**src/rtl/axi4_conf_if.sv**
```systemverilog
// AXI4 channel bundle between the configuration initiator and a byte-wide register target.
// Single-beat use only: no burst, size, or strobe signals are carried.
interface axi4_conf_if #(
  parameter int unsigned DATA_W       = 8,
  parameter int unsigned ADDR_W       = 32,
  parameter int unsigned MST_ID_W     = 5,
  parameter int unsigned TRANS_RESP_W = 2
) ();
  logic [MST_ID_W-1:0]     m_awid_o;
  logic [ADDR_W-1:0]       m_awaddr_o;
  logic                    m_awvalid_o;
  logic                    m_awready_i;
  logic [DATA_W-1:0]       m_wdata_o;
  logic                    m_wvalid_o;
  logic                    m_wready_i;
  logic [TRANS_RESP_W-1:0] m_bresp_i;
  logic                    m_bvalid_i;
  logic                    m_bready_o;
  logic [MST_ID_W-1:0]     m_arid_o;
  logic [ADDR_W-1:0]       m_araddr_o;
  logic                    m_arvalid_o;
  logic                    m_arready_i;
  logic [DATA_W-1:0]       m_rdata_i;
  logic [TRANS_RESP_W-1:0] m_rresp_i;
  logic                    m_rvalid_i;
  logic                    m_rready_o;

  modport master (
    output m_awid_o, m_awaddr_o, m_awvalid_o, input m_awready_i,
    output m_wdata_o, m_wvalid_o, input m_wready_i,
    input  m_bresp_i, m_bvalid_i, output m_bready_o,
    output m_arid_o, m_araddr_o, m_arvalid_o, input m_arready_i,
    input  m_rdata_i, m_rresp_i, m_rvalid_i, output m_rready_o
  );

  modport slave (
    input  m_awid_o, m_awaddr_o, m_awvalid_o, output m_awready_i,
    input  m_wdata_o, m_wvalid_o, output m_wready_i,
    output m_bresp_i, m_bvalid_i, input m_bready_o,
    input  m_arid_o, m_araddr_o, m_arvalid_o, output m_arready_i,
    output m_rdata_i, m_rresp_i, m_rvalid_i, input m_rready_o
  );
endinterface

```
**src/rtl/axi4_conf_master.sv**
```systemverilog
// Single-outstanding AXI4 initiator: one request becomes one AW+W->B or AR->R transaction.
// Every bus and response output is a register; no input reaches an output combinationally.
module axi4_conf_master #(
  parameter int unsigned DATA_W       = 8,
  parameter int unsigned ADDR_W       = 32,
  parameter int unsigned MST_ID_W     = 5,
  parameter int unsigned TRANS_RESP_W = 2,
  parameter int unsigned MST_ID       = 0
) (
  input  logic                    clk,
  input  logic                    rst_n,
  input  logic                    req_valid_i,
  output logic                    req_ready_o,
  input  logic                    req_wr_i,
  input  logic [ADDR_W-1:0]       req_addr_i,
  input  logic [DATA_W-1:0]       req_wdata_i,
  output logic                    rsp_valid_o,
  input  logic                    rsp_ready_i,
  output logic                    rsp_wr_o,
  output logic [DATA_W-1:0]       rsp_rdata_o,
  output logic [TRANS_RESP_W-1:0] rsp_resp_o,
  axi4_conf_if.master             m_axi
);
  typedef enum logic [2:0] {IDLE, WR_REQ, WR_RESP, RD_REQ, RD_RESP, RSP} state_t;

  state_t                  state_reg;
  logic                    req_ready_reg;
  logic                    rsp_valid_reg;
  logic                    rsp_wr_reg;
  logic [DATA_W-1:0]       rsp_rdata_reg;
  logic [TRANS_RESP_W-1:0] rsp_resp_reg;
  logic [ADDR_W-1:0]       awaddr_reg;
  logic                    awvalid_reg;
  logic [DATA_W-1:0]       wdata_reg;
  logic                    wvalid_reg;
  logic                    bready_reg;
  logic [ADDR_W-1:0]       araddr_reg;
  logic                    arvalid_reg;
  logic                    rready_reg;

  // Each write channel is finished once its valid has dropped or it handshakes this cycle.
  logic aw_done;
  logic w_done;
  assign aw_done = !awvalid_reg || m_axi.m_awready_i;
  assign w_done  = !wvalid_reg  || m_axi.m_wready_i;

  always_ff @(posedge clk or negedge rst_n) begin
    if (!rst_n) begin
      state_reg     <= IDLE;
      req_ready_reg <= 1'b1;
      rsp_valid_reg <= 1'b0;
      rsp_wr_reg    <= 1'b0;
      rsp_rdata_reg <= '0;
      rsp_resp_reg  <= '0;
      awaddr_reg    <= '0;
      awvalid_reg   <= 1'b0;
      wdata_reg     <= '0;
      wvalid_reg    <= 1'b0;
      bready_reg    <= 1'b0;
      araddr_reg    <= '0;
      arvalid_reg   <= 1'b0;
      rready_reg    <= 1'b0;
    end else begin
      case (state_reg)
        IDLE: begin
          if (req_valid_i) begin
            req_ready_reg <= 1'b0;
            if (req_wr_i) begin
              awaddr_reg  <= req_addr_i;
              awvalid_reg <= 1'b1;
              wdata_reg   <= req_wdata_i;
              wvalid_reg  <= 1'b1;
              state_reg   <= WR_REQ;
            end else begin
              araddr_reg  <= req_addr_i;
              arvalid_reg <= 1'b1;
              state_reg   <= RD_REQ;
            end
          end
        end
        WR_REQ: begin
          // Address and data are cleared once handed over so they never linger on the bus.
          if (awvalid_reg && m_axi.m_awready_i) begin
            awvalid_reg <= 1'b0;
            awaddr_reg  <= '0;
          end
          if (wvalid_reg && m_axi.m_wready_i) begin
            wvalid_reg <= 1'b0;
            wdata_reg  <= '0;
          end
          if (aw_done && w_done) begin
            bready_reg <= 1'b1;
            state_reg  <= WR_RESP;
          end
        end
        WR_RESP: begin
          if (m_axi.m_bvalid_i) begin
            bready_reg    <= 1'b0;
            rsp_resp_reg  <= m_axi.m_bresp_i;
            rsp_rdata_reg <= '0;
            rsp_wr_reg    <= 1'b1;
            rsp_valid_reg <= 1'b1;
            state_reg     <= RSP;
          end
        end
        RD_REQ: begin
          if (m_axi.m_arready_i) begin
            arvalid_reg <= 1'b0;
            araddr_reg  <= '0;
            rready_reg  <= 1'b1;
            state_reg   <= RD_RESP;
          end
        end
        RD_RESP: begin
          if (m_axi.m_rvalid_i) begin
            rready_reg    <= 1'b0;
            rsp_resp_reg  <= m_axi.m_rresp_i;
            rsp_rdata_reg <= m_axi.m_rdata_i;
            rsp_wr_reg    <= 1'b0;
            rsp_valid_reg <= 1'b1;
            state_reg     <= RSP;
          end
        end
        RSP: begin
          if (rsp_ready_i) begin
            rsp_valid_reg <= 1'b0;
            req_ready_reg <= 1'b1;
            state_reg     <= IDLE;
          end
        end
        default: begin
          state_reg     <= IDLE;
          req_ready_reg <= 1'b1;
        end
      endcase
    end
  end

  assign req_ready_o        = req_ready_reg;
  assign rsp_valid_o        = rsp_valid_reg;
  assign rsp_wr_o           = rsp_wr_reg;
  assign rsp_rdata_o        = rsp_rdata_reg;
  assign rsp_resp_o         = rsp_resp_reg;
  assign m_axi.m_awid_o     = MST_ID_W'(MST_ID);
  assign m_axi.m_awaddr_o   = awaddr_reg;
  assign m_axi.m_awvalid_o  = awvalid_reg;
  assign m_axi.m_wdata_o    = wdata_reg;
  assign m_axi.m_wvalid_o   = wvalid_reg;
  assign m_axi.m_bready_o   = bready_reg;
  assign m_axi.m_arid_o     = MST_ID_W'(MST_ID);
  assign m_axi.m_araddr_o   = araddr_reg;
  assign m_axi.m_arvalid_o  = arvalid_reg;
  assign m_axi.m_rready_o   = rready_reg;
endmodule

```
**src/flat_wrapper.sv**
```systemverilog
// flat-port wrapper written by rule: the top's interface ports become plain ports
module axi4_conf_master_flat 
#(
  parameter int unsigned DATA_W       = 8,
  parameter int unsigned ADDR_W       = 32,
  parameter int unsigned MST_ID_W     = 5,
  parameter int unsigned TRANS_RESP_W = 2,
  parameter int unsigned MST_ID       = 0
)
  (clk, rst_n, req_valid_i, req_ready_o, req_wr_i, req_addr_i, req_wdata_i, rsp_valid_o, rsp_ready_i, rsp_wr_o, rsp_rdata_o, rsp_resp_o, m_axi_m_awid_o, m_axi_m_awaddr_o, m_axi_m_awvalid_o, m_axi_m_awready_i, m_axi_m_wdata_o, m_axi_m_wvalid_o, m_axi_m_wready_i, m_axi_m_bresp_i, m_axi_m_bvalid_i, m_axi_m_bready_o, m_axi_m_arid_o, m_axi_m_araddr_o, m_axi_m_arvalid_o, m_axi_m_arready_i, m_axi_m_rdata_i, m_axi_m_rresp_i, m_axi_m_rvalid_i, m_axi_m_rready_o);
  axi4_conf_if #(.DATA_W(DATA_W), .ADDR_W(ADDR_W), .MST_ID_W(MST_ID_W), .TRANS_RESP_W(TRANS_RESP_W)) m_axi_i ();
  input  logic clk;
  input  logic rst_n;
  input  logic req_valid_i;
  output logic req_ready_o;
  input  logic req_wr_i;
  input  logic [ADDR_W-1:0] req_addr_i;
  input  logic [DATA_W-1:0] req_wdata_i;
  output logic rsp_valid_o;
  input  logic rsp_ready_i;
  output logic rsp_wr_o;
  output logic [DATA_W-1:0] rsp_rdata_o;
  output logic [TRANS_RESP_W-1:0] rsp_resp_o;
  output wire logic [$bits(m_axi_i.m_awid_o)-1:0] m_axi_m_awid_o;
  output wire logic [$bits(m_axi_i.m_awaddr_o)-1:0] m_axi_m_awaddr_o;
  output wire logic [$bits(m_axi_i.m_awvalid_o)-1:0] m_axi_m_awvalid_o;
  input wire logic [$bits(m_axi_i.m_awready_i)-1:0] m_axi_m_awready_i;
  output wire logic [$bits(m_axi_i.m_wdata_o)-1:0] m_axi_m_wdata_o;
  output wire logic [$bits(m_axi_i.m_wvalid_o)-1:0] m_axi_m_wvalid_o;
  input wire logic [$bits(m_axi_i.m_wready_i)-1:0] m_axi_m_wready_i;
  input wire logic [$bits(m_axi_i.m_bresp_i)-1:0] m_axi_m_bresp_i;
  input wire logic [$bits(m_axi_i.m_bvalid_i)-1:0] m_axi_m_bvalid_i;
  output wire logic [$bits(m_axi_i.m_bready_o)-1:0] m_axi_m_bready_o;
  output wire logic [$bits(m_axi_i.m_arid_o)-1:0] m_axi_m_arid_o;
  output wire logic [$bits(m_axi_i.m_araddr_o)-1:0] m_axi_m_araddr_o;
  output wire logic [$bits(m_axi_i.m_arvalid_o)-1:0] m_axi_m_arvalid_o;
  input wire logic [$bits(m_axi_i.m_arready_i)-1:0] m_axi_m_arready_i;
  input wire logic [$bits(m_axi_i.m_rdata_i)-1:0] m_axi_m_rdata_i;
  input wire logic [$bits(m_axi_i.m_rresp_i)-1:0] m_axi_m_rresp_i;
  input wire logic [$bits(m_axi_i.m_rvalid_i)-1:0] m_axi_m_rvalid_i;
  output wire logic [$bits(m_axi_i.m_rready_o)-1:0] m_axi_m_rready_o;
  assign m_axi_m_awid_o = m_axi_i.m_awid_o;
  assign m_axi_m_awaddr_o = m_axi_i.m_awaddr_o;
  assign m_axi_m_awvalid_o = m_axi_i.m_awvalid_o;
  assign m_axi_i.m_awready_i = m_axi_m_awready_i;
  assign m_axi_m_wdata_o = m_axi_i.m_wdata_o;
  assign m_axi_m_wvalid_o = m_axi_i.m_wvalid_o;
  assign m_axi_i.m_wready_i = m_axi_m_wready_i;
  assign m_axi_i.m_bresp_i = m_axi_m_bresp_i;
  assign m_axi_i.m_bvalid_i = m_axi_m_bvalid_i;
  assign m_axi_m_bready_o = m_axi_i.m_bready_o;
  assign m_axi_m_arid_o = m_axi_i.m_arid_o;
  assign m_axi_m_araddr_o = m_axi_i.m_araddr_o;
  assign m_axi_m_arvalid_o = m_axi_i.m_arvalid_o;
  assign m_axi_i.m_arready_i = m_axi_m_arready_i;
  assign m_axi_i.m_rdata_i = m_axi_m_rdata_i;
  assign m_axi_i.m_rresp_i = m_axi_m_rresp_i;
  assign m_axi_i.m_rvalid_i = m_axi_m_rvalid_i;
  assign m_axi_m_rready_o = m_axi_i.m_rready_o;
  axi4_conf_master #(.DATA_W(DATA_W), .ADDR_W(ADDR_W), .MST_ID_W(MST_ID_W), .TRANS_RESP_W(TRANS_RESP_W), .MST_ID(MST_ID)) u_core (.clk(clk), .rst_n(rst_n), .req_valid_i(req_valid_i), .req_ready_o(req_ready_o), .req_wr_i(req_wr_i), .req_addr_i(req_addr_i), .req_wdata_i(req_wdata_i), .rsp_valid_o(rsp_valid_o), .rsp_ready_i(rsp_ready_i), .rsp_wr_o(rsp_wr_o), .rsp_rdata_o(rsp_rdata_o), .rsp_resp_o(rsp_resp_o), .m_axi(m_axi_i));
endmodule
```
**config.mk**
```make
export PLATFORM = sky130hd
export DESIGN_NAME = axi4_conf_master_flat
export DESIGN_NICKNAME = d
export VERILOG_FILES = /design/src/rtl/axi4_conf_if.sv /design/src/rtl/axi4_conf_master.sv /design/src/flat_wrapper.sv
export SDC_FILE = /design/constraint.sdc
export NUM_CORES = 1
export LEC_CHECK = 0
export CORE_ASPECT_RATIO = 0.9
export CORE_MARGIN = 2
export CORE_UTILIZATION = 38
export DETAILED_ROUTE_END_ITERATION = 16
export PLACE_DENSITY_LB_ADDON = 0.25
export SYNTH_ARGS = -nofsm -noshare
export SYNTH_HDL_FRONTEND = slang
export SYNTH_SLANG_ARGS = --single-unit
```
**constraint.sdc**
```tcl
create_clock -name clk -period 1.6 [get_ports clk]
set_clock_uncertainty 0.1 [all_clocks]
set_input_delay 0.32 -clock clk [delete_from_list [all_inputs] [get_ports clk]]
set_output_delay 0.32 -clock clk [all_outputs]
set_load 0.02 [all_outputs]
```
**Word level (Yosys, flattened, before mapping)**

Cells that the tools add are included.

- Bits in registers: 93
- Input port bits: 62
- Output and inout port bits: 100
- Word-level logic and storage cells: 104

- Eq/ne operators: 15
- Multiplexer cells: 50
- Bitwise gates (word level): 1
- Reductions and logical operators: 24

Operator list:

| cell | number |
|---|---|
| $mux 32 | 6 |
| $pmux 32 s2 | 2 |
| $mux 8 | 5 |
| $pmux 8 s2 | 2 |
| $mux 3 | 6 |
| $pmux 3 s6 | 1 |
| $mux 1 | 16 |
| $reduce_and 4->1 | 4 |
| $ne 2x2->1 const B | 7 |
| $pmux 1 s2 | 6 |
| $reduce_and 3->1 | 4 |
| $reduce_bool 2->1 | 5 |
| $eq 3x2->1 const B | 2 |
| $eq 3x3->1 const B | 2 |
| $mux 2 | 3 |
| $ne 2x1->1 const B | 3 |
| $pmux 1 s3 | 2 |
| $reduce_and 6->1 | 1 |
| $pmux 2 s2 | 1 |
| $reduce_or 4->1 | 1 |
| $eq 3x1->1 const B | 1 |
| $logic_and 1x1->1 | 3 |
| $logic_not 3->1 | 1 |
| $reduce_bool 3->1 | 1 |
| 3 further kinds | 5 |

**Logic depth before layout (Yosys ltp)**

Gate-level depths: netlist (run 1).

- Depth after elaboration: 5
- Gate-level depth with buffers: 7
- Mapped depth without buffers: 4

**Worst setup path after synthesis (run 1)**

Ideal clock, no wire load.

- Kind: register to register
- From: register u_core.state_reg[1]
- To: register u_core.awaddr_reg[10], in the netlist u_core.m_axi.m_awaddr_o[10]
- Library setup time: 0.121 ns
- Arrival: 1.411 ns
- Data required time: 1.379 ns
- Path slack: -0.032 ns
- Cell stages (with the launch flop): 7
- Buffers on the path: 3
- Period minus slack after synthesis: 1.632 ns
- Path through: dfrtp_1 > buf_6 > or2_1 > buf_6 > a211o_4 > buf_6 > a22o_1

- Longest elaborated chain between the ends: 3
- Elaborated cells on any way between the ends: 8
- Those cells by class: eq/ne: 4; mux: 1; reduce/logical: 3

RTL lines:

| item | line | source |
|---|---|---|
| start, declared | axi4_conf_master.sv:26 | `state_t state_reg;` |
| start signal, assigned | axi4_conf_master.sv:49 | `state_reg <= IDLE;` |
| start signal, assigned | axi4_conf_master.sv:73 | `state_reg <= WR_REQ;` |
| start signal, assigned | axi4_conf_master.sv:77 | `state_reg <= RD_REQ;` |
| $eq 3x1->1 or $logic_not 3->1 (tied branches) | axi4_conf_master.sv:64 | `case (state_reg)` |
| $ne 2x1->1 (no source line) (tied with other cells) | - |  |
| $reduce_and 4->1 (no source line) | - |  |
| end signal, assigned | axi4_conf_master.sv:69 | `awaddr_reg <= req_addr_i;` |
| end, declared | axi4_conf_master.sv:32 | `logic [ADDR_W-1:0] awaddr_reg;` |

Several ways; a longest one is shown, not always the timed one.
A chain may end at the register's enable or synchronous reset.

**Worst setup path after layout (run 1)**

- From: register u_core.state_reg[1]
- To: register u_core.awaddr_reg[27], in the netlist u_core.m_axi.m_awaddr_o[27]

The elaborated chain is that of the path after synthesis.

==> results.sh, run 1 <==
export IMPL_timing_fmax_mhz=620
export IMPL_synth_top_area_share_pct=59.7
export IMPL_hpwl_um=7460
export IMPL_num_rows=34
export IMPL_cts_tree="built"
export IMPL_wirelength_um=10900
export IMPL_cts_clk_slew_worst_paths_ns=0.07
export IMPL_grt_pass1_wl_um=16400
export IMPL_slew_viol_final=0
export IMPL_dr_pass1_iters=4
export IMPL_p_sw_w=0.00475
export IMPL_p_seq_share_pct=33.6
export IMPL_wl_per_cell_um=16.9
export IMPL_num_antenna_cells=0
export IMPL_p_comb_share_pct=48.3
export IMPL_maxCapViolations=0
export IMPL_grt_pass1_vias=3174
export IMPL_start_util_pct=39.4
export IMPL_post_synth_top_count_cell="dfrtp_1"
export IMPL_violations="setup timing"
export IMPL_cp_required_ns=1.72
export IMPL_clk_latency_ns=0.33
export IMPL_cts_buffer_depth=2
export IMPL_drive_gt1_share_pct=13.5
export IMPL_async_flop_share_pct=100
export IMPL_ys_seq_elements=93
export IMPL_clock_sinks=93
export IMPL_grt_max_degree=53
export IMPL_status="finished, violations left"
export IMPL_antenna_found_initial=0
export IMPL_reg2reg_from="u_core.state_reg[1]"
export IMPL_worstHoldPathType="input pin to async pin"
export IMPL_crit_type="flop to flop"
export IMPL_cpMaxStageDelayCell="dfrtp_2"
export IMPL_cts_htree_levels=3
export IMPL_gp_congestion=0.812
export IMPL_syn_cell_area_mm2=0.00386
export IMPL_utilization_pct=60.3
export IMPL_grt_overflow=0
export IMPL_path_max_fanout=8
export IMPL_vias_per_cell=5.07
export IMPL_yosysWarnings=0
export IMPL_timing_setup_tns_ns=-0.0710
export IMPL_antenna_left=0
export IMPL_synth_largest_area_cell="dfrtp_1"
export IMPL_cp_cell_sequence="or2_4, a211o_2, a22o_1"
export IMPL_die_height_um=99.6
export IMPL_areaGrowthSynthToFinish_pct=53.1
export IMPL_critPathArrivalTime_ns=1.73
export IMPL_yosysUniqueCellTypes=37
export IMPL_finalHoldViolations=0
export IMPL_die_x_um=110
export IMPL_io_buffers=151
export IMPL_rsz0062_at_grt="yes"
export IMPL_die_area_mm2=0.0110
export IMPL_drc=0
export IMPL_numCtsBuffers=9
export IMPL_yosysSeqAreaShare_pct=60.4
export IMPL_vdd_drop_max_mv=0.870
export IMPL_p_per_area_mw_per_mm2=1990
export IMPL_postLayoutSetupSlackWorst_ns=-0.0134
export IMPL_nets=578
export IMPL_cp_end_kind="flop"
export IMPL_swShare_pct=40.4
export IMPL_p_leak_nw=3.03
export IMPL_synth_commonest_cells="dfrtp_1 (92), nand2_1 (77), a22o_1 (47)"
export IMPL_syn_inst=347
export IMPL_vias=3273
export IMPL_syn_avg_cell_area_um2=11.1
export IMPL_grt_usage_pct=19.1
export IMPL_clockPowerShare_pct=18.1
export IMPL_setup_viol=9
export IMPL_cts_root_buf="clkbuf_16"
export IMPL_fin_crit_ns=1.61
export IMPL_synth_edf_count=0
export IMPL_drtIter0Drc=110
export IMPL_p_int_w=0.00701
export IMPL_core_mm2=0.00978
export IMPL_startpoint_type="flop"
export IMPL_timing_final_crit_share_pct=101
export IMPL_ys_flop_type="dfrtp_1"
export IMPL_synth_area_leaders="dfrtp_1 (60%), a22o_1 (11%), nand2_1 (7.5%)"
export IMPL_io_pins=162
export IMPL_cpPeakStageDelay_ns=0.45
export IMPL_cp_startpoint="u_core.state_reg[1]"
## layout make-up
| type | instances | area [um2] |
|---|---|---|
| inverters | 8 | 30.0 |
| well taps | 126 | 158 |
| fillers | 848 | 3880 |
| clock inverters | 6 | 70.1 |
| clock buffers | 9 | 225 |
| multi-input cells | 222 | 1370 |
| flip-flops and latches | 93 | 2330 |
| repair buffers | 182 | 1730 |
## path summary, 6_finish.rpt
check	endpoint	slack (ns)	cells after the start
max in group asynchronous	u_core.state_reg[0]	0.44	3
hold / removal	u_core.rsp_rdata_o[1]	0.30	2
setup / recovery	u_core.m_axi.m_awaddr_o[27]	-0.01	3
setup reg to reg	u_core.m_axi.m_awaddr_o[27]	-0.01	3
hold reg to reg	u_core.m_axi.m_araddr_o[27]	0.38	2
min in group clk	u_core.m_axi.m_araddr_o[27]	0.38	2
## power groups by stage
stage / clock [W] / sequential [W] / combinational (W)
after floorplan: 0 / 0.00510 / 0.00210
after CTS: 0.00217 / 0.00392 / 0.00533
after global routing: 0.00229 / 0.00408 / 0.00613
after detailed placement: 0 / 0.00398 / 0.00598
after global placement: 0 / 0.00397 / 0.00586
final: 0.00213 / 0.00395 / 0.00568
## cells by family (layout without fill, tap and decap cells)
kind of cell / Yosys count / in the layout / share of synthesized area, %
AO/OA/AOI/OAI: 112 / 114 / 20.5
AND/OR/NAND/NOR: 94 / 94 / 10.5
flip-flops: 93 / 93 / 60.4
buffers and inverters: 43 / 205 / 7.43
multiplexers: 4 / 4 / 1.07
other: 1 / 10 / 0.0972
## per-layer routing
layer  GRT usage [%]  vias up  routed length, um
met3            5.11       12                723
met2            30.1      126               5100
met5               0        -                  0
met4            4.23        0                143
li1                -     1540                  -
met1            26.7     1595               4940
## worst max-delay path: cells and delay by family, from the launching register on
family          cells  cell delay (ns)
compound gates      2             0.66
simple gates        1             0.30
flops               1             0.45
## per-stage QoR
step	total power (W)	std cells	hold slack [ns]	instance area, um2	setup slack (ns)
finish	0.0118	646	0.304	5900	-0.0134
global route	0.0125	646	0.328	5900	-0.0385
CTS	0.0114	640	0.308	5730	0.00275
detailed placement	0.00995	624	0.106	5530	-0.345
global placement	0.00983	624	0.0975	5530	-0.333
floorplan	0.00720	356	-0.0756	3890	-0.0321
## layout by cell type, fill, tap and decap left out, types with 3 or more instances in the layout
master,instances
dfrtp_1,90
dlygate4sd2_1,89
nand2_1,72
clkdlybuf4s50_1,58
a22o_1,47
o21ai_1,34
buf_4,21
conb_1,10
clkbuf_16,10
a21oi_1,9
inv_1,8
nand2_2,5
o21ai_0,5
buf_6,5
nor2_1,4
a31oi_1,4
buf_12,4
mux2i_1,3
clkinvlp_4,3
## repair_timing
action,in CTS,in global routing
gates cloned,0,3
endpoints found under the hold margin,14,0
setup buffers,0,3
endpoints found under the setup margin,123,80
pin swaps,0,4
resized for setup,93,23
hold buffers,1,0
Note: power is estimated with default switching activity, not from simulation.
==> run 2, diff against run 1 <==
PLACE_DENSITY = 0.76   (was default)
PLACE_DENSITY_LB_ADDON = default   (was 0.25)
==> run 2 against run 1 <==
The run still ends with setup timing left. Utilization increased by 0.15 points. Clock power decreased by 3%. Setup slack got worse by 0.0088 ns. Critical path depth increased by 2. Sequential power about the same. Hold slack improved by 0.066 ns. Count of clock-buffer cells in the layout is the same. Routed wire length is 0.84% higher. Highest routed layer unchanged.
==> results.sh, run 2 (synthesis results as in run 1) <==
export IMPL_reg2reg_depth=5
export IMPL_p_seq_share_pct=33.5
export IMPL_num_rows=34
export IMPL_die_x_um=110
export IMPL_timing_final_crit_share_pct=101
export IMPL_r2r_slack_ns=-0.02
export IMPL_fin_crit_ns=1.62
export IMPL_drc=0
export IMPL_grt_pass1_wl_um=16800
export IMPL_status="finished, violations left"
export IMPL_cts_htree_levels=3
export IMPL_vias_per_cell=5.09
export IMPL_hpwl_um=7170
export IMPL_cts_clk_slew_worst_paths_ns=0.07
export IMPL_rr_endpoint="u_core.m_axi.m_arvalid_o"
export IMPL_vdd_drop_max_mv=0.869
export IMPL_multi_input_area_mm2=0.00141
export IMPL_hold_ws_ns=0.371
export IMPL_p_sw_w=0.00488
export IMPL_clockPowerShare_pct=17.5
export IMPL_numCtsBuffers=9
export IMPL_clk_latency_ns=0.33
export IMPL_die_area_mm2=0.0110
export IMPL_grt_usage_pct=19.7
export IMPL_violations="setup timing"
export IMPL_p_leak_nw=3.03
export IMPL_dr_pass1_iters=4
export IMPL_cts_buffer_depth=2
export IMPL_grt_max_degree=94
export IMPL_rsz0062_at_grt="yes"
export IMPL_pre_cts_ws_ns=-0.482
export IMPL_fill_cells=846
export IMPL_grt_overflow=0
export IMPL_antenna_left=0
export IMPL_reg2reg_from="u_core.state_reg[1]"
export IMPL_worstMarginPinSlew_ns=0.519
export IMPL_timing_fmax_mhz=616
export IMPL_grt_pass1_vias=3249
export IMPL_startpoint_type="flop"
export IMPL_setup_viol=1
export IMPL_io_buffers=151
export IMPL_num_antenna_cells=0
export IMPL_regArea_mm2=0.00233
export IMPL_instances_no_fill=641
export IMPL_p_int_w=0.00689
export IMPL_clock_sinks=93
export IMPL_crit_type="flop to flop"
export IMPL_die_height_um=99.6
export IMPL_dp_cells=618
export IMPL_finalHoldViolations=0
export IMPL_start_util_pct=39.4
export IMPL_path_max_fanout=16
export IMPL_worstHoldPathType="flop to flop"
export IMPL_cp_startpoint="u_core.state_reg[1]"
export IMPL_antenna_found_initial=0
export IMPL_cp_end_kind="flop"
export IMPL_p_per_area_mw_per_mm2=1990
export IMPL_core_mm2=0.00978
export IMPL_setup_worst_path_end="u_core.m_axi.m_arvalid_o"
export IMPL_drive_gt1_share_pct=13.8
export IMPL_critPathArrivalTime_ns=1.75
export IMPL_utilization_pct=60.5
export IMPL_wl_per_cell_um=17.2
export IMPL_io_pins=162
export IMPL_timing_setup_tns_ns=-0.0221
export IMPL_maxCapViolations=0
export IMPL_cp_required_ns=1.72
export IMPL_slew_headroom_pct=65.4
export IMPL_layout_commonest_cell="dfrtp_1"
export IMPL_gp_congestion=0.839
export IMPL_drtIter0Drc=119
export IMPL_wirelength_um=11000
export IMPL_postLayoutSetupSlackWorst_ns=-0.0221
export IMPL_nets=572
export IMPL_p_comb_share_pct=49.0
export IMPL_layout_common_cells="dfrtp_1 (90), dlygate4sd2_1 (89), nand2_1 (74), clkdlybuf4s50_1 (58), a22o_1 (47)"
export IMPL_areaGrowthSynthToFinish_pct=53.5
export IMPL_swShare_pct=41.5
export IMPL_vias=3262
export IMPL_cts_root_buf="clkbuf_16"
export IMPL_cts_tree="built"
export IMPL_slew_viol_final=0
## run 2: cell types whose count changed in the layout (fill, tap and decap cells not counted), moves of 2 or more
cell,before,now
a211o_2,2,0
a211o_4,2,4
buf_4,21,11
buf_6,5,9
clkinv_4,0,2
clkinvlp_4,3,0
nand2_1,72,74
nand2_2,5,3
o21ai_1,34,30
o21ai_2,0,4
## run 2: power by group through the flow
stage	sequential [W]	combinational [W]	clock, W
finish	0.00394	0.00577	0.00206
global route	0.00407	0.00617	0.00220
CTS	0.00392	0.00550	0.00211
detailed placement	0.00398	0.00593	0
global placement	0.00394	0.00580	0
floorplan	0.00510	0.00210	0
## run 2: layout make-up
cell class              instances  share of cell area (%)
repair buffers                176                    28.6
multi-input cells             222                    23.9
clock buffers                   9                    3.80
clock inverters                 7                    1.14
well taps                     126                    2.66
flip-flops and latches         93                    39.4
inverters                       8                   0.507
## run 2: layer usage
metal,up-vias,part of all wire [%],global-route usage (%)
li1,1525,-,-
met1,1601,44,27.2
met2,130,49,32.0
met3,6,7.0,4.46
met4,0,0.61,4.23
met5,-,0,0
## run 2: worst max-delay path, cell delays in order (launching register included)
cell and delay, ns:
dfrtp_2 0.43, buf_6 0.16, and3_4 0.16, o21ai_4 0.21, buf_12 0.16, mux2_4 0.29
## run 2: worst min path at each step
stage | start | end | slack, ns | cells after the start
CTS | u_core.req_ready_o | u_core.req_ready_o | 0.38 | 2
global placement | rst_n | u_core.rsp_rdata_o[0] | 0.30 | 2
detailed placement | rst_n | u_core.rsp_wr_o | 0.31 | 2
floorplan | rst_n | u_core.m_axi.m_araddr_o[0] | -0.08 | 0
finish | u_core.m_axi.m_araddr_o[26] | u_core.m_axi.m_araddr_o[26] | 0.37 | 2
global route | u_core.req_ready_o | u_core.req_ready_o | 0.40 | 2
## run 2: timing repair
item | CTS | global route
endpoints found under the setup margin | 159 | 88
setup buffers | 0 | 2
hold endpoints to repair | 92 | 0
cloned | 2 | 2
resized for setup | 101 | 27
pin swaps | 0 | 6
hold buffers | 1 | 0
## run 2: stage by stage
| step | power, W | cell area [um2] |
|---|---|---|
| after floorplan | 0.00720 | 3890 |
| after global placement | 0.00974 | 5500 |
| after detailed placement | 0.00991 | 5500 |
| after CTS | 0.0115 | 5760 |
| after global routing | 0.0124 | 5920 |
| final | 0.0118 | 5920 |
==> run 3, diff against run 2 <==
CORE_UTILIZATION = 43   (was 38)
PLACE_DENSITY = 0.81   (was 0.76)
clock period = 1.7 ns   (was 1.6 ns; I/O delays follow)
==> run 3 against run 2 <==
The flow now finishes without violations. Critical endpoint is now u_core.m_axi.m_awaddr_o[3]. Setup slack gained 0.054 ns. Die area down 11%. Highest routed layer unchanged. Routed wire length down 12%. Count of clock-buffer cells in the layout up 1. Total power down 12%. Largest cell class unchanged.
==> results.sh, run 3 (synthesis results as in run 1) <==
export IMPL_num_rows=32
export IMPL_hpwl_um=7050
export IMPL_antenna_left=0
export IMPL_grt_pass1_wl_um=15700
export IMPL_vias=3169
export IMPL_num_antenna_cells=0
export IMPL_antenna_found_initial=0
export IMPL_vias_per_cell=5.04
export IMPL_cp_cell_sequence="or2_4, a211o_4, a22o_1"
export IMPL_start_util_pct=44.6
export IMPL_path_max_fanout=33
export IMPL_cp_top_family="compound AO/OA/AOI/OAI gates"
export IMPL_grt_pass1_vias=3113
export IMPL_cts_clk_slew_worst_paths_ns=0.09
export IMPL_drtIter0Drc=118
export IMPL_grt_busiest_layer="met2"
export IMPL_cts_root_buf="clkbuf_8"
export IMPL_gp_congestion=0.822
export IMPL_io_pins=162
export IMPL_finalHoldViolations=0
export IMPL_rsz0062_at_grt="yes"
export IMPL_cpPeakStageDelay_ns=0.46
export IMPL_clock_sinks=93
export IMPL_drive_gt1_share_pct=9.80
export IMPL_dp_cells=612
export IMPL_vdd_drop_max_mv=0.819
export IMPL_p_per_area_mw_per_mm2=1820
export IMPL_nets=567
export IMPL_instances_no_fill=629
export IMPL_maxCapViolations=0
export IMPL_startpoint_type="flop"
export IMPL_die_area_mm2=0.00974
export IMPL_areaGrowthSynthToFinish_pct=46.9
export IMPL_cts_tree="built"
export IMPL_timing_final_crit_share_pct=98.1
export IMPL_clk_latency_ns=0.34
export IMPL_wirelength_um=9680
export IMPL_grt_max_degree=53
export IMPL_core_mm2=0.00865
export IMPL_gr_usage_met2_pct=33.8
export IMPL_layout_common_cells="dfrtp_1 (90), dlygate4sd2_1 (89), nand2_1 (77), clkdlybuf4s50_1 (60), a22o_1 (47)"
export IMPL_cts_buffer_depth=2
export IMPL_critPathArrivalTime_ns=1.79
export IMPL_use_met3_pct=5.13
export IMPL_cp_end_kind="flop"
export IMPL_numCtsBuffers=9
export IMPL_fin_crit_ns=1.67
export IMPL_p_leak_nw=2.91
export IMPL_io_buffers=151
export IMPL_crit_buf_inv=0
export IMPL_cpMaxStageDelayCell="dfrtp_2"
export IMPL_timing_fmax_mhz=599
export IMPL_setup_viol=0
export IMPL_postLayoutSetupSlackWorst_ns=0.0317
export IMPL_slew_viol_final=0
export IMPL_grt_usage_pct=20.4
export IMPL_wl_per_cell_um=15.4
export IMPL_cts_htree_levels=3
export IMPL_pre_cts_ws_ns=-0.336
export IMPL_cp_required_ns=1.82
export IMPL_die_x_um=104
export IMPL_die_height_um=93.8
export IMPL_status="completed"
export IMPL_drc=0
export IMPL_dr_pass1_iters=4
export IMPL_finalPower_w=0.0103
export IMPL_grt_overflow=0
export IMPL_crit_type="flop to flop"
export IMPL_layout_commonest_cell="dfrtp_1"
export IMPL_grtUsageMet1_pct=26.7
export IMPL_worstHoldPathType="input pin to async pin"
==> run 3: changes by cell type in the layout (fill, tap and decap cells not counted), moves of 2 or more <==
cell | previous run | this run
clkbuf_16 | 10 | 0
clkbuf_8 | 0 | 10
buf_6 | 9 | 1
buf_4 | 11 | 17
o21ai_1 | 30 | 34
o21ai_2 | 4 | 0
a211o_4 | 4 | 1
nand2_1 | 74 | 77
nand2_2 | 3 | 0
bufinv_16 | 0 | 2
clkdlybuf4s50_1 | 58 | 60
dlymetal6s2s_1 | 2 | 0
==> run 3: stage by stage <==
step	TNS (ns)	util [%]	hold slack, ns	area [um2]
floorplan	0	-	-0.0556	3890
global placement	-16.34	63.7	0.150	5510
detailed placement	-21.34	63.7	0.156	5510
CTS	0	65.2	0.314	5640
global route	-0.000275	65.5	0.349	5670
finish	0	65.5	0.348	5670
==> run 3: worst paths after layout <==
check	depth (start not counted)	startpoint	endpoint	slack, ns
max	3	u_core.state_reg[1]	u_core.m_axi.m_awaddr_o[3]	0.03
min	2	rst_n	u_core.rsp_valid_o	0.35
max reg2reg	3	u_core.state_reg[1]	u_core.m_axi.m_awaddr_o[3]	0.03
min reg2reg	2	u_core.m_axi.m_araddr_o[30]	u_core.m_axi.m_araddr_o[30]	0.38
max in group asynchronous	3	rst_n	u_core.m_axi.m_awaddr_o[3]	0.59
min in group clk	2	u_core.m_axi.m_araddr_o[30]	u_core.m_axi.m_araddr_o[30]	0.38
==> run 3: routing by layer <==
metal  part of all wire [%]  wire (um)
met5                      0          0
met4                   0.85         82
met3                    6.9        669
met2                     47       4520
met1                     46       4410
==> run 3: worst reg2reg max path: stages (launching register included) <==
cell	delay [ns]
dfrtp_2	0.46
or2_4	0.28
a211o_4	0.43
a22o_1	0.29
==> run 3: repair_timing <==
item / 4_1_cts / 5_1_grt
gates resized for setup: 92 / 6
hold buffers: 1 / 0
gates cloned: 0 / 0
pin swaps: 0 / 1
endpoints found under the setup margin: 109 / 34
endpoints found under the hold margin: 19 / 0
setup buffers: 0 / 0
==> run 3: final cells by class <==
cell class,instances,area [um2]
Sequential cell,93,2330
Inverter,8,30.0
Timing Repair Buffer,173,1620
Clock inverter,6,93.8
Tap cell,119,149
Clock buffer,10,138
Multi-Input combinational cell,220,1310
Fill cell,735,2980
==> run 3: power by group <==
part	leakage, nW	switching [W]	internal (W)
registers	1.19	0.000549	0.00316
clock network	0.113	0.000771	0.000879
logic	1.61	0.00288	0.00207
total	2.91	0.00420	0.00611
